## config.mk

```make
export PLATFORM = sky130hd
export DESIGN_NAME = gray_bin_conv_pipe_flat
export DESIGN_NICKNAME = d
export VERILOG_FILES = /design/src/rtl/gray_bin_conv_pipe_pkg.sv /design/src/rtl/gray_bin_conv_pipe_if.sv /design/src/rtl/gray_bin_conv_pipe_stage.sv /design/src/rtl/gray_bin_conv_pipe.sv /design/src/flat_wrapper.sv
export SDC_FILE = /design/constraint.sdc
export NUM_CORES = 1
export LEC_CHECK = 0
export BUFFER_PORTS_ARGS = -buffer_cell sky130_fd_sc_hd__buf_2
export CAP_MARGIN = 20
export CORE_AREA = 2 2 39 41
export DETAILED_ROUTE_END_ITERATION = 12
export DIE_AREA = 0 0 41 43
export PLACE_DENSITY = 0.68
export SLEW_MARGIN = 20
export SYNTH_ARGS = -nofsm -noshare
export SYNTH_HDL_FRONTEND = slang
export SYNTH_SLANG_ARGS = --single-unit
```

## constraint.sdc

```tcl
create_clock -name clk -period 1.5 [get_ports clk]
set_input_delay 0.3 -clock clk [delete_from_list [all_inputs] [get_ports clk]]
set_output_delay 0.3 -clock clk [all_outputs]
set_load 0.005 [all_outputs]
```

## src/rtl/gray_bin_conv_pipe_pkg.sv

```systemverilog
// Shared constants and reference conversions for the pipelined Gray<->binary converter.
// Optional round-trip checker is enabled with the GRAY_CONV_CHECK_EN macro.
package gray_conv_pkg;

    localparam logic MODE_G2B = 1'b0;
    localparam logic MODE_B2G = 1'b1;

    // Width of each Gray->binary slice; the final slice takes whatever is left.
    function automatic int slice_w(input int w, input int stages);
        return (w + stages - 1) / stages;
    endfunction

    function automatic logic [31:0] b2g(input logic [31:0] d);
        return d ^ (d >> 1);
    endfunction

    // Operands are zero-extended, so the unused upper bits resolve to zero.
    function automatic logic [31:0] g2b(input logic [31:0] g);
        logic [31:0] b;
        b[31] = g[31];
        for (int i = 30; i >= 0; i--) begin
            b[i] = b[i+1] ^ g[i];
        end
        return b;
    endfunction

endpackage

```

## src/rtl/gray_bin_conv_pipe_if.sv

```systemverilog
// Handshake bundle between a word source, the converter and a result consumer.
// Optional round-trip checker (GRAY_CONV_CHECK_EN) does not touch this bundle.
interface gray_bin_conv_pipe_if #(
    parameter int W = 4
);

    // valid/ready: a word moves only on a clock edge where valid && ready; valid
    // must not depend on ready, and an offered word stays put until it moves.
    logic         in_valid;
    logic         in_ready;
    logic         in_mode;
    logic [W-1:0] in_data;
    logic         out_valid;
    logic         out_ready;
    logic         out_mode;
    logic [W-1:0] out_data;

    modport master (
        output in_valid, in_mode, in_data, out_ready,
        input  in_ready, out_valid, out_mode, out_data
    );

    modport slave (
        input  in_valid, in_mode, in_data, out_ready,
        output in_ready, out_valid, out_mode, out_data
    );

endinterface

```

## src/rtl/gray_bin_conv_pipe_stage.sv

```systemverilog
// One converter pipeline stage: registers valid/mode/data and resolves its Gray->binary slice.
// With GRAY_CONV_CHECK_EN the original input word rides alongside the data.
module gray_conv_stage
    import gray_conv_pkg::*;
#(
    parameter int W      = 4,
    parameter int STAGES = 2,
    parameter int SLICE  = 0
) (
    input  logic         clk,
    input  logic         rst,
    input  logic         en,
    input  logic         in_valid,
    input  logic         in_mode,
    input  logic [W-1:0] in_data,
`ifdef GRAY_CONV_CHECK_EN
    input  logic [W-1:0] in_orig,
    output logic [W-1:0] out_orig,
`endif
    output logic         out_valid,
    output logic         out_mode,
    output logic [W-1:0] out_data
);

    localparam int SW = slice_w(W, STAGES);
    localparam int HI = W - 1 - SLICE * SW;
    localparam int LO = (HI - SW + 1 > 0) ? (HI - SW + 1) : 0;

    logic [W-1:0] res;

    // Bits above this slice are already binary; the top bit of the slice chains off them.
    always_comb begin
        res = in_data;
        if (in_mode == MODE_B2G) begin
            if (SLICE == 0) res = in_data ^ (in_data >> 1);
        end else begin
            for (int i = W - 2; i >= 0; i--) begin
                if (i >= LO && i <= HI) res[i] = res[i+1] ^ in_data[i];
            end
        end
    end

    always_ff @(posedge clk) begin
        if (rst) begin
            out_valid <= 1'b0;
            out_mode  <= 1'b0;
            out_data  <= '0;
`ifdef GRAY_CONV_CHECK_EN
            out_orig  <= '0;
`endif
        end else if (en) begin
            out_valid <= in_valid;
            out_mode  <= in_mode;
            out_data  <= res;
`ifdef GRAY_CONV_CHECK_EN
            out_orig  <= in_orig;
`endif
        end
    end

endmodule

```

## src/rtl/gray_bin_conv_pipe.sv

```systemverilog
// Pipelined Gray<->binary converter top: STAGES stage instances under one global stall.
// Define GRAY_CONV_CHECK_EN to add the sticky round-trip checker output chk_err.
module gray_bin_conv_pipe
    import gray_conv_pkg::*;
#(
    parameter int W      = 4,
    parameter int STAGES = 2
) (
    input  logic                clk,
    input  logic                rst,
    gray_bin_conv_pipe_if.slave bus
`ifdef GRAY_CONV_CHECK_EN
    ,
    output logic                chk_err
`endif
);

    logic         valid [STAGES+1];
    logic         mode  [STAGES+1];
    logic [W-1:0] data  [STAGES+1];
    logic         stall;
    logic         advance;

    // Bubbles are never squeezed out: the whole pipe moves or holds as one.
    assign stall   = valid[STAGES] && !bus.out_ready;
    assign advance = !stall;

    assign valid[0] = bus.in_valid;
    assign mode[0]  = bus.in_mode;
    assign data[0]  = bus.in_data;

    assign bus.in_ready  = advance;
    assign bus.out_valid = valid[STAGES];
    assign bus.out_mode  = mode[STAGES];
    assign bus.out_data  = data[STAGES];

`ifdef GRAY_CONV_CHECK_EN
    logic [W-1:0] orig [STAGES+1];
    logic [W-1:0] inverse;

    assign orig[0] = bus.in_data;
`endif

    for (genvar s = 0; s < STAGES; s++) begin : g_stage
        gray_conv_stage #(
            .W      (W),
            .STAGES (STAGES),
            .SLICE  (s)
        ) u_stage (
            .clk       (clk),
            .rst       (rst),
            .en        (advance),
            .in_valid  (valid[s]),
            .in_mode   (mode[s]),
            .in_data   (data[s]),
`ifdef GRAY_CONV_CHECK_EN
            .in_orig   (orig[s]),
            .out_orig  (orig[s+1]),
`endif
            .out_valid (valid[s+1]),
            .out_mode  (mode[s+1]),
            .out_data  (data[s+1])
        );
    end

`ifdef GRAY_CONV_CHECK_EN
    // Undoing the conversion must give back the word that entered.
    always_comb begin
        if (mode[STAGES] == MODE_B2G) inverse = W'(g2b(32'(data[STAGES])));
        else                          inverse = W'(b2g(32'(data[STAGES])));
    end

    always_ff @(posedge clk) begin
        if (rst) begin
            chk_err <= 1'b0;
        end else if (valid[STAGES] && bus.out_ready && inverse != orig[STAGES]) begin
            chk_err <= 1'b1;
        end
    end
`endif

endmodule

```

## src/flat_wrapper.sv

```systemverilog
// flat-port wrapper written by rule: the top's interface ports become plain ports
module gray_bin_conv_pipe_flat import gray_conv_pkg::*;
#(
    parameter int W      = 4,
    parameter int STAGES = 2
)
  (clk, rst, bus_in_valid, bus_in_mode, bus_in_data, bus_out_ready, bus_in_ready, bus_out_valid, bus_out_mode, bus_out_data);
  gray_bin_conv_pipe_if #(.W(W)) bus_i ();
  input  logic clk;
  input  logic rst;
  input wire logic [$bits(bus_i.in_valid)-1:0] bus_in_valid;
  input wire logic [$bits(bus_i.in_mode)-1:0] bus_in_mode;
  input wire logic [$bits(bus_i.in_data)-1:0] bus_in_data;
  input wire logic [$bits(bus_i.out_ready)-1:0] bus_out_ready;
  output wire logic [$bits(bus_i.in_ready)-1:0] bus_in_ready;
  output wire logic [$bits(bus_i.out_valid)-1:0] bus_out_valid;
  output wire logic [$bits(bus_i.out_mode)-1:0] bus_out_mode;
  output wire logic [$bits(bus_i.out_data)-1:0] bus_out_data;
  assign bus_i.in_valid = bus_in_valid;
  assign bus_i.in_mode = bus_in_mode;
  assign bus_i.in_data = bus_in_data;
  assign bus_i.out_ready = bus_out_ready;
  assign bus_in_ready = bus_i.in_ready;
  assign bus_out_valid = bus_i.out_valid;
  assign bus_out_mode = bus_i.out_mode;
  assign bus_out_data = bus_i.out_data;
  gray_bin_conv_pipe #(.W(W), .STAGES(STAGES)) u_core (.clk(clk), .rst(rst), .bus(bus_i));
endmodule
```

==> results of run 1 <==
metrics by stage:
stage | instances | util [%] | hold slack, ps
finish | 90 | 43.7 | 274
global placement | 86 | 41.0 | 440
global route | 90 | 43.7 | 287
CTS | 90 | 43.7 | 266
detailed placement | 86 | 41.0 | 444
floorplan | 61 | - | 368
flip-flops by register name (all words and copies together) (netlist names):
signal	count
u_core.g_stage.u_stage.out_data	8
u_core.g_stage.u_stage.out_mode	2
u_core.g_stage.u_stage.out_valid	2
report_power, final:
part / internal (uW) / total [uW] / switching (uW)
Clock: 147 / 252 / 104
Combinational: 45.6 / 86.6 / 40.9
Sequential: 343 / 359 / 15.6
Total: 536 / 697 / 161
how the worst min path moves through the flow:
stage / to / cells past startpoint
floorplan: u_core.g_stage[1].u_stage.out_data[0] / 1
global placement: u_core.g_stage[1].u_stage.out_data[3] / 2
detailed placement: u_core.g_stage[1].u_stage.out_mode / 2
CTS: u_core.g_stage[0].u_stage.out_valid / 3
global route: u_core.g_stage[0].u_stage.out_valid / 3
finish: u_core.g_stage[0].u_stage.out_valid / 3
routing by layer:
| layer | global-route usage (%) | up-vias |
|---|---|---|
| met5 | 0 | - |
| met4 | 10.0 | 0 |
| met3 | 1.57 | 2 |
| met2 | 17.2 | 12 |
| met1 | 16.7 | 186 |
| li1 | - | 222 |
critical path, cell delays in order, from the launching register on:
cell,delay (ps)
dfxtp_1,320
nor2b_1,190
inv_2,160
buf_2,160
logic make-up (layout without fill, tap and decap cells):
| group | count (synthesis) | in the layout |
|---|---|---|
| xor+xnor | 5 | 5 |
| flops | 12 | 12 |
| simple gates | 24 | 24 |
| buf+inv | 8 | 21 |
| compound gates | 12 | 12 |
cell usage in the layout (no fill, tap or decap), drive strengths merged:
master / synthesis / routed
a21oi: 6 / 6
nor2: 7 / 7
a211oi: 4 / 4
a311oi: 1 / 1
nor2b: 2 / 2
xor2: 2 / 2
buf: 6 / 16
o21ai: 1 / 1
inv: 1 / 1
or3: 1 / 1
clkbuf: 1 / 4
xnor2: 3 / 3
dfxtp: 12 / 12
nand2: 14 / 14
final cells by class:
cell class              instances  area, um^2
fillers                       152         779
flip-flops and latches         12         240
multi-input cells              41         221
repair buffers                 16        82.6
clock buffers                   4        36.3
well taps                      16        20.0
inverters                       1        3.75
==> key figures, run 1 <==
Status
  • Status: finished clean

Worst setup path
  • R2r endpoint: u_core.g_stage[1].u_stage.out_data[0]
  • End point of the critical path: bus_in_ready
  • R2R setup slack: 390 ps
  • Cell count of the worst reg-to-reg path: 3
  • Critical Path RT: 1200 ps
  • Launching point of the worst reg2reg path: u_core.g_stage[0].u_stage.out_data[2]
  • Crit path from: u_core.g_stage[1].u_stage.out_valid
  • Worst-path fanout max: 17
  • Crit path kind: register to output port
  • Crit path arrival time: 1100 ps
  • Critical path launch point type: register
  • CP endpoint kind: output port

Clock network
  • CTS clk-pin slew, worst paths: 80 ps
  • Clock Tree Root: clkbuf_4
  • Post-CTS resize count: 0
  • CTS tree: yes
  • Clock Path Buffers: 2
  • CTS Hold Bufs: 0
  • Setup Fix Bufs, Post-CTS: 0
  • Clock Sinks: 12
  • Clock Latency Late Sink: 270 ps
  • H-tree Lvls: 1
  • Num CTS Buffers: 3

Synthesis
  • Syn Area/Cell: 8.39 um^2
  • Post-synthesis simple-gate area fraction: 19.1%
  • Synth Net Count: 70
  • Yosys cell types: 15
  • Post-synth EDFFs: 0
  • Yosys top cell by area: dfxtp_1
  • Mapped Area: 512 um^2
  • Post-synthesis adder-cell area fraction: 0%
  • Post-synth top cells: nand2_1 (14), dfxtp_1 (12), nor2_1 (7)
  • Post-Syn Instances: 61
  • Largest family of logic cells by synthesized area: simple AND/OR/NAND/NOR gates
  • Synthesized flop and latch total: 12
  • Post-synth top area share: 46.9%
  • Main synth FF type: dfxtp_1
  • Mux contribution to synthesized area: 0%
  • Most numerous cell in the Yosys netlist: nand2_1
  • Ranking of synthesized cells by area: dfxtp_1 (47%), nand2_1 (10%), buf_4 (7.3%), a21oi_1 (5.9%), a211oi_1 (5.9%)
  • Async S/R FF share, synth: 0%
  • Yosys warnings: 0
  • Synth Area in Compound Gates: 15.6%
  • Sequential fraction of the synthesis area: 46.9%
  • Post-Synth XOR/XNOR Area: 8.56%

Global route
  • Number of global-route vias before repair: 385
  • Global-route wire length before repair: 1.49 mm
  • Largest net degree at the start of global routing: 18
  • All-Layer GR Usage: 12.5%
  • Antenna violations before repair: 0
  • GR Overflow Total: 0

Power
  • Pleak: 0.000271 uW
  • Cell Pwr Density: 1150 mW/mm^2
  • Peak VDD IR: 0.521 mV
  • Final Total Pwr: 697 uW

Cells and area
  • Antenna diodes: 0
  • Area grow syn2layout: 18.1%
  • Nets: 84
  • Share of cells above drive strength 1: 29.7%
  • Final instance area: 604 um^2

Placed design
  • Post-DP HPWL: 617 um
  • Placement Cell Area: 568 um^2
  • GPL Wtd Cong: 0.651
  • Pre-CTS WS: 325 ps
  • Port Buffers: 15

STA
  • Fin Setup TNS: 0 ps
  • Worst Slack Setup Final: 100 ps
  • Setup Skew: 4.38 ps
  • Pins Over Slew Limit: 0
  • Least-Margin Pin Slew: 254 ps
  • Final setup fails: 0
  • Worst rel slew slack: 83.0%
  • Period utilization: 93.3%
  • Final Hold Vio Count: 0
  • Fmax: 714 MHz
  • Min Tclk post-route: 1400 ps
  • RSZ-0062 raised after global routing: false

Detailed routing
  • Drt initial violations: 2
  • Via-to-Cell Ratio: 4.69
  • WL met2: 395 um
  • DR WL met3: 44 um
  • Pre-antenna DRT Iters: 4
  • Met1 Routed Length: 391 um
  • Top layer in use: met4
  • Remaining antenna violation count: 0
  • DR vias: 422
  • Total Wirelength: 849 um
  • Post-route DRC: 0
  • Per-cell routed wire length: 9.43 um

Floorplanning
  • Die height: 43 um
  • Initial Util: 37.0%
  • Top Ports: 16
  • Core region area: 0.00138 mm^2
  • Die width: 41 um
  • Row count: 14
  • Die ar.: 0.00176 mm^2

Job
  • Max Cap Viol: 0

Hold path
  • Min-delay src: bus_in_valid
  • Worst min path class: input pin to register
Power figures use the tool's default switching activity.
==> run 2: changes to the inputs <==
--- a/config.mk
+++ b/config.mk
@@ -5,9 +5,10 @@
 export SDC_FILE = /design/constraint.sdc
 export NUM_CORES = 1
 export LEC_CHECK = 0
-export BUFFER_PORTS_ARGS = -buffer_cell sky130_fd_sc_hd__buf_2
+export BUFFER_PORTS_ARGS = -buffer_cell sky130_fd_sc_hd__buf_4
 export CAP_MARGIN = 20
 export CORE_AREA = 2 2 39 41
+export CTS_CLUSTER_DIAMETER = 30
 export DETAILED_ROUTE_END_ITERATION = 12
 export DIE_AREA = 0 0 41 43
 export PLACE_DENSITY = 0.68
==> key figures, run 2 (synthesis gave the netlist of run 1 again) <==
Floorplanning
  • Initial Util: 37.0%
  • Core region area: 0.00138 mm^2
  • Die width: 41 um
  • Top Ports: 16
  • Die height: 43 um
  • Row count: 14
  • Die ar.: 0.00176 mm^2

Worst setup path
  • Critical Path RT: 1200 ps
  • Critical path launch point type: register
  • R2R setup slack: 380 ps
  • Cell count of the worst reg-to-reg path: 3
  • CP top delay family: flip-flops
  • CP endpoint kind: output port
  • Launching point of the worst reg2reg path: u_core.g_stage[0].u_stage.out_data[2]
  • Slowest Stage Delay on Critical Path: 330 ps
  • Buf/Inv on CP: 2
  • CP max-delay cell: dfxtp_1
  • R2r endpoint: u_core.g_stage[1].u_stage.out_data[0]
  • Worst-path fanout max: 9
  • Crit path kind: register to output port
  • CP cell instances: nor2b_1 > inv_2 > buf_4
  • Crit path arrival time: 1050 ps

STA
  • Min Tclk post-route: 1350 ps
  • Period utilization: 89.7%
  • Setup Skew: 0.760 ps
  • Pins Over Slew Limit: 0
  • Fin Setup TNS: 0 ps
  • Least-Margin Pin Slew: 198 ps
  • Fmax: 743 MHz
  • Worst rel slew slack: 86.7%
  • Final setup fails: 0
  • RSZ-0062 raised after global routing: false
  • Final Hold Vio Count: 0

Global route
  • Largest net degree at the start of global routing: 18
  • GR Overflow Total: 0
  • Global-route wire length before repair: 1.48 mm
  • Number of global-route vias before repair: 388
  • All-Layer GR Usage: 12.5%
  • Antenna violations before repair: 0

Clock network
  • Clock Sinks: 12
  • Num CTS Buffers: 3
  • H-tree Lvls: 1
  • CTS tree: yes
  • CTS clk-pin slew, worst paths: 70 ps
  • CTS Hold Bufs: 0
  • Clock Tree Root: clkbuf_4
  • Clock Latency Late Sink: 270 ps
  • Clock Path Buffers: 2

Cells and area
  • Most common cell after layout, fill and taps aside: buf_4
  • # fillers: 148
  • Post-layout util: 48.6%
  • Most frequent cells in the layout: buf_4 (20), nand2_1 (14), dfxtp_1 (12), nor2_1 (7), a21oi_1 (6)
  • Largest Register: u_core.g_stage.u_stage.out_data
  • Max reg flops: 8
  • Nets: 88
  • Share of cells above drive strength 1: 33.3%
  • Antenna diodes: 0
  • Largest regs: u_core.g_stage.u_stage.out_data: 8 flops, u_core.g_stage.u_stage.out_mode: 2 flops, u_core.g_stage.u_stage.out_valid: 2 flops
  • Area grow syn2layout: 31.3%

Placed design
  • GPL Wtd Cong: 0.668
  • Port Buffers: 15
  • Post-DP HPWL: 639 um

Detailed routing
  • Per-cell routed wire length: 9.21 um
  • Total Wirelength: 866 um
  • Post-route DRC: 0
  • Via-to-Cell Ratio: 4.57
  • DR vias: 430
  • Drt initial violations: 1
  • Pre-antenna DRT Iters: 2
  • Remaining antenna violation count: 0

Job
  • Max Cap Viol: 0

Power
  • Cell Pwr Density: 1060 mW/mm^2
  • Peak VDD IR: 0.427 mV
  • Final Total Pwr: 714 uW
  • Pleak: 0.000298 uW

Status
  • Status: finished clean

Hold path
  • Hold path depth: 3
  • Worst hold endpoint: u_core.g_stage[0].u_stage.out_valid
  • Worst min path class: input pin to register
  • Min-delay src: bus_in_valid
==> run 2: cell types whose count changed in the layout (fill, tap and decap cells not counted) <==
cell,before,now
buf_2,15,0
buf_4,1,20
==> run 2: worst register-to-register path: cells and delay by family, from the launching register on <==
kind	cells	cell delay, ps
compound gates	1	230
xor+xnor	1	90
flops	1	390
simple gates	1	320
==> run 2: worst max-delay path by stage <==
| stage | start | to | slack, ps | cells after the start |
|---|---|---|---|---|
| 5_1_grt | u_core.g_stage[1].u_stage.out_valid | bus_in_ready | 70 | 3 |
| 6_report | u_core.g_stage[1].u_stage.out_valid | bus_in_ready | 150 | 3 |
| 2_1_floorplan | u_core.g_stage[1].u_stage.out_valid | bus_in_ready | 370 | 4 |
| 3_3_place_gp | bus_out_ready | bus_in_ready | 320 | 4 |
| 3_5_place_dp | bus_out_ready | bus_in_ready | 300 | 4 |
| 4_1_cts | u_core.g_stage[1].u_stage.out_valid | bus_in_ready | 70 | 3 |
==> run 2: routing by layer <==
metal / part of all wire, % / global-route usage [%] / up-vias / wire (um)
met5: 0 / 0 / - / 0
met4: 1.4 / 10.0 / 0 / 12
met3: 6.0 / 3.14 / 2 / 52
met2: 48 / 18.4 / 12 / 415
met1: 44 / 14.4 / 188 / 385
li1: - / - / 228 / -
==> run 2: what timing repair did <==
item	CTS	global route
setup endpoints to repair	0	1
buffers inserted	0	4
resized for setup	0	0
==> run 2: power by group <==
group	leakage [uW]	switching, uW	internal (uW)
Sequential	0.0000994	15.7	343
Combinational	0.000177	42.0	62.7
Clock	0.0000210	103	147
==> run 2: through the flow <==
stage          std cells  setup WS, ps  instance area, um^2  hold slack [ps]
6_report              94           155                  672              279
5_1_grt               94          69.1                  672              284
4_1_cts               90          74.9                  642              269
3_5_place_dp          86           303                  606              446
3_3_place_gp          86           319                  606              439
2_1_floorplan         61           371                  512              368
==> run 2: cell type report <==
cell class	count	area [um^2]	area share [%]
clock buffers	4	36.3	5.40
multi-input cells	41	221	33.0
flip-flops and latches	12	240	35.8
inverters	1	3.75	0.559
repair buffers	20	150	22.3
well taps	16	20.0	2.98
==> run 3: changes to the inputs <==
--- a/config.mk
+++ b/config.mk
@@ -7,11 +7,13 @@
 export LEC_CHECK = 0
 export BUFFER_PORTS_ARGS = -buffer_cell sky130_fd_sc_hd__buf_4
 export CAP_MARGIN = 20
-export CORE_AREA = 2 2 39 41
+export CELL_PAD_IN_SITES_DETAIL_PLACEMENT = 0
+export CELL_PAD_IN_SITES_GLOBAL_PLACEMENT = 1
+export CORE_MARGIN = 2
+export CORE_UTILIZATION = 33
 export CTS_CLUSTER_DIAMETER = 30
 export DETAILED_ROUTE_END_ITERATION = 12
-export DIE_AREA = 0 0 41 43
-export PLACE_DENSITY = 0.68
+export PLACE_DENSITY = 0.77
 export SLEW_MARGIN = 20
 export SYNTH_ARGS = -nofsm -noshare
 export SYNTH_HDL_FRONTEND = slang
==> key figures, run 3 (synthesis gave the netlist of run 1 again) <==
Clock network
  • H-tree Lvls: 1
  • CTS tree: yes
  • Clock Path Buffers: 2
  • CTS clk-pin slew, worst paths: 70 ps
  • Post-CTS resize count: 0
  • Clock Latency Late Sink: 260 ps
  • Clock Sinks: 12
  • Clock Tree Root: clkbuf_4
  • Num CTS Buffers: 3

Worst setup path
  • Crit path kind: register to output port
  • CP max-delay cell: dfxtp_1
  • Slowest Stage Delay on Critical Path: 320 ps
  • CP cell instances: nor2b_1 > inv_2 > buf_4
  • Launching point of the worst reg2reg path: u_core.g_stage[0].u_stage.out_data[1]
  • Cell count of the worst reg-to-reg path: 3
  • Crit path arrival time: 1020 ps
  • Critical Path RT: 1200 ps
  • Worst-path fanout max: 6
  • R2R setup slack: 390 ps
  • R2r endpoint: u_core.g_stage[1].u_stage.out_data[0]
  • Critical path launch point type: register
  • CP endpoint kind: output port

Floorplanning
  • Top Ports: 16
  • Row count: 14
  • Initial Util: 34.8%
  • Core region area: 0.00147 mm^2
  • Die ar.: 0.00188 mm^2
  • Die height: 43.4 um
  • Die width: 43.4 um

Power
  • Pleak: 0.000293 uW
  • Cell Pwr Density: 1070 mW/mm^2
  • Peak VDD IR: 0.299 mV

Detailed routing
  • Pre-antenna DRT Iters: 2
  • Remaining antenna violation count: 0
  • Per-cell routed wire length: 8.92 um
  • Drt initial violations: 3
  • Via-to-Cell Ratio: 4.52
  • Post-route DRC: 0
  • Total Wirelength: 830 um
  • DR vias: 420

STA
  • Setup Skew: 2.06 ps
  • RSZ-0062 raised after global routing: false
  • Worst rel slew slack: 86.1%
  • Pins Over Slew Limit: 0
  • Fin Setup TNS: 0 ps
  • Final setup fails: 0
  • Fmax: 755 MHz
  • Min Tclk post-route: 1320 ps
  • Least-Margin Pin Slew: 207 ps
  • Final Hold Vio Count: 0
  • Period utilization: 88.3%

Global route
  • Largest net degree at the start of global routing: 18
  • GR Overflow Total: 0
  • Most Crowded Layer GR: met2
  • Global-route wire length before repair: 1.34 mm
  • Met2 Use GR: 14.0%
  • GR Util met1: 11.7%
  • GR met3 Demand/Resource: 3.75%
  • Antenna violations before repair: 0
  • All-Layer GR Usage: 10.0%
  • Number of global-route vias before repair: 340

Cells and area
  • Nets: 87
  • Most common cell after layout, fill and taps aside: buf_4
  • Largest Register: u_core.g_stage.u_stage.out_data
  • Area grow syn2layout: 29.8%
  • Most frequent cells in the layout: buf_4 (19), nand2_1 (14), dfxtp_1 (12), nor2_1 (7), a21oi_1 (6)
  • Final Non-Filler Cells: 93
  • Largest regs: u_core.g_stage.u_stage.out_data: 8 flops, u_core.g_stage.u_stage.out_mode: 2 flops, u_core.g_stage.u_stage.out_valid: 2 flops
  • Antenna diodes: 0
  • Max reg flops: 8
  • Share of cells above drive strength 1: 32.5%

Hold path
  • Worst hold endpoint: u_core.g_stage[0].u_stage.out_valid
  • Worst min path class: input pin to register
  • Hold path depth: 3
  • Min-delay src: bus_in_valid

Status
  • Status: finished clean

Placed design
  • GPL Wtd Cong: 0.663
  • Dpl cells: 86
  • Port Buffers: 15

Job
  • Max Cap Viol: 0
==> run 3: cell count changes in the layout (fill, tap and decap cells not counted) <==
cell / change
buf_4: -1
==> run 3: power breakdown <==
| group | total, uW | switching (uW) | leakage, uW | internal (uW) |
|---|---|---|---|---|
| registers | 358 | 14.9 | 0.0000994 | 343 |
| clock network | 248 | 101 | 0.0000210 | 147 |
| logic | 103 | 41.7 | 0.000173 | 61.6 |
==> run 3: how the worst max path moves through the flow <==
stage | from | slack (ps) | endpoint
finish | u_core.g_stage[1].u_stage.out_valid | 180 | bus_in_ready
CTS | u_core.g_stage[1].u_stage.out_valid | 60 | bus_in_ready
detailed placement | bus_out_ready | 290 | bus_in_ready
global route | u_core.g_stage[1].u_stage.out_valid | 70 | bus_in_ready
floorplan | u_core.g_stage[1].u_stage.out_valid | 370 | bus_in_ready
global placement | bus_out_ready | 300 | bus_in_ready
==> run 3: timing repair <==
item                       4_1_cts  5_1_grt
buffers inserted                 0        3
hold buffers                     0        0
setup endpoints to repair        0        1
==> run 3: per-layer routing <==
metal	vias to the layer above	share of wire, %
met5	-	0
met4	0	2.3
met3	2	6.3
met2	12	46
met1	179	45
li1	227	-
==> run 3: area by class of cell <==
type                            count  area [um^2]
Multi-Input combinational cell     41          221
Inverter                            1         3.75
Sequential cell                    12          240
Clock buffer                        4         36.3
Tap cell                           16         20.0
Timing Repair Buffer               19          143
Fill cell                         149          807
==> run 3: critical path, delay by kind of cell (launching register included) <==
| kind | cells | cell delay (ps) |
|---|---|---|
| DFF | 1 | 320 |
| and+or+nand+nor | 1 | 200 |
| buffers and inverters | 2 | 240 |
==> run 3: metrics by stage <==
step                hold WS [ps]  cell area [um^2]  setup WS [ps]  util, %  total power, uW
detailed placement           446               606            290     41.2              466
finish                       282               664            176     45.2              710
global route                 279               664           69.3     45.2              751
global placement             440               606            298     41.2              465
CTS                          274               642           60.0     43.6              720
floorplan                    368               512            371        -              433
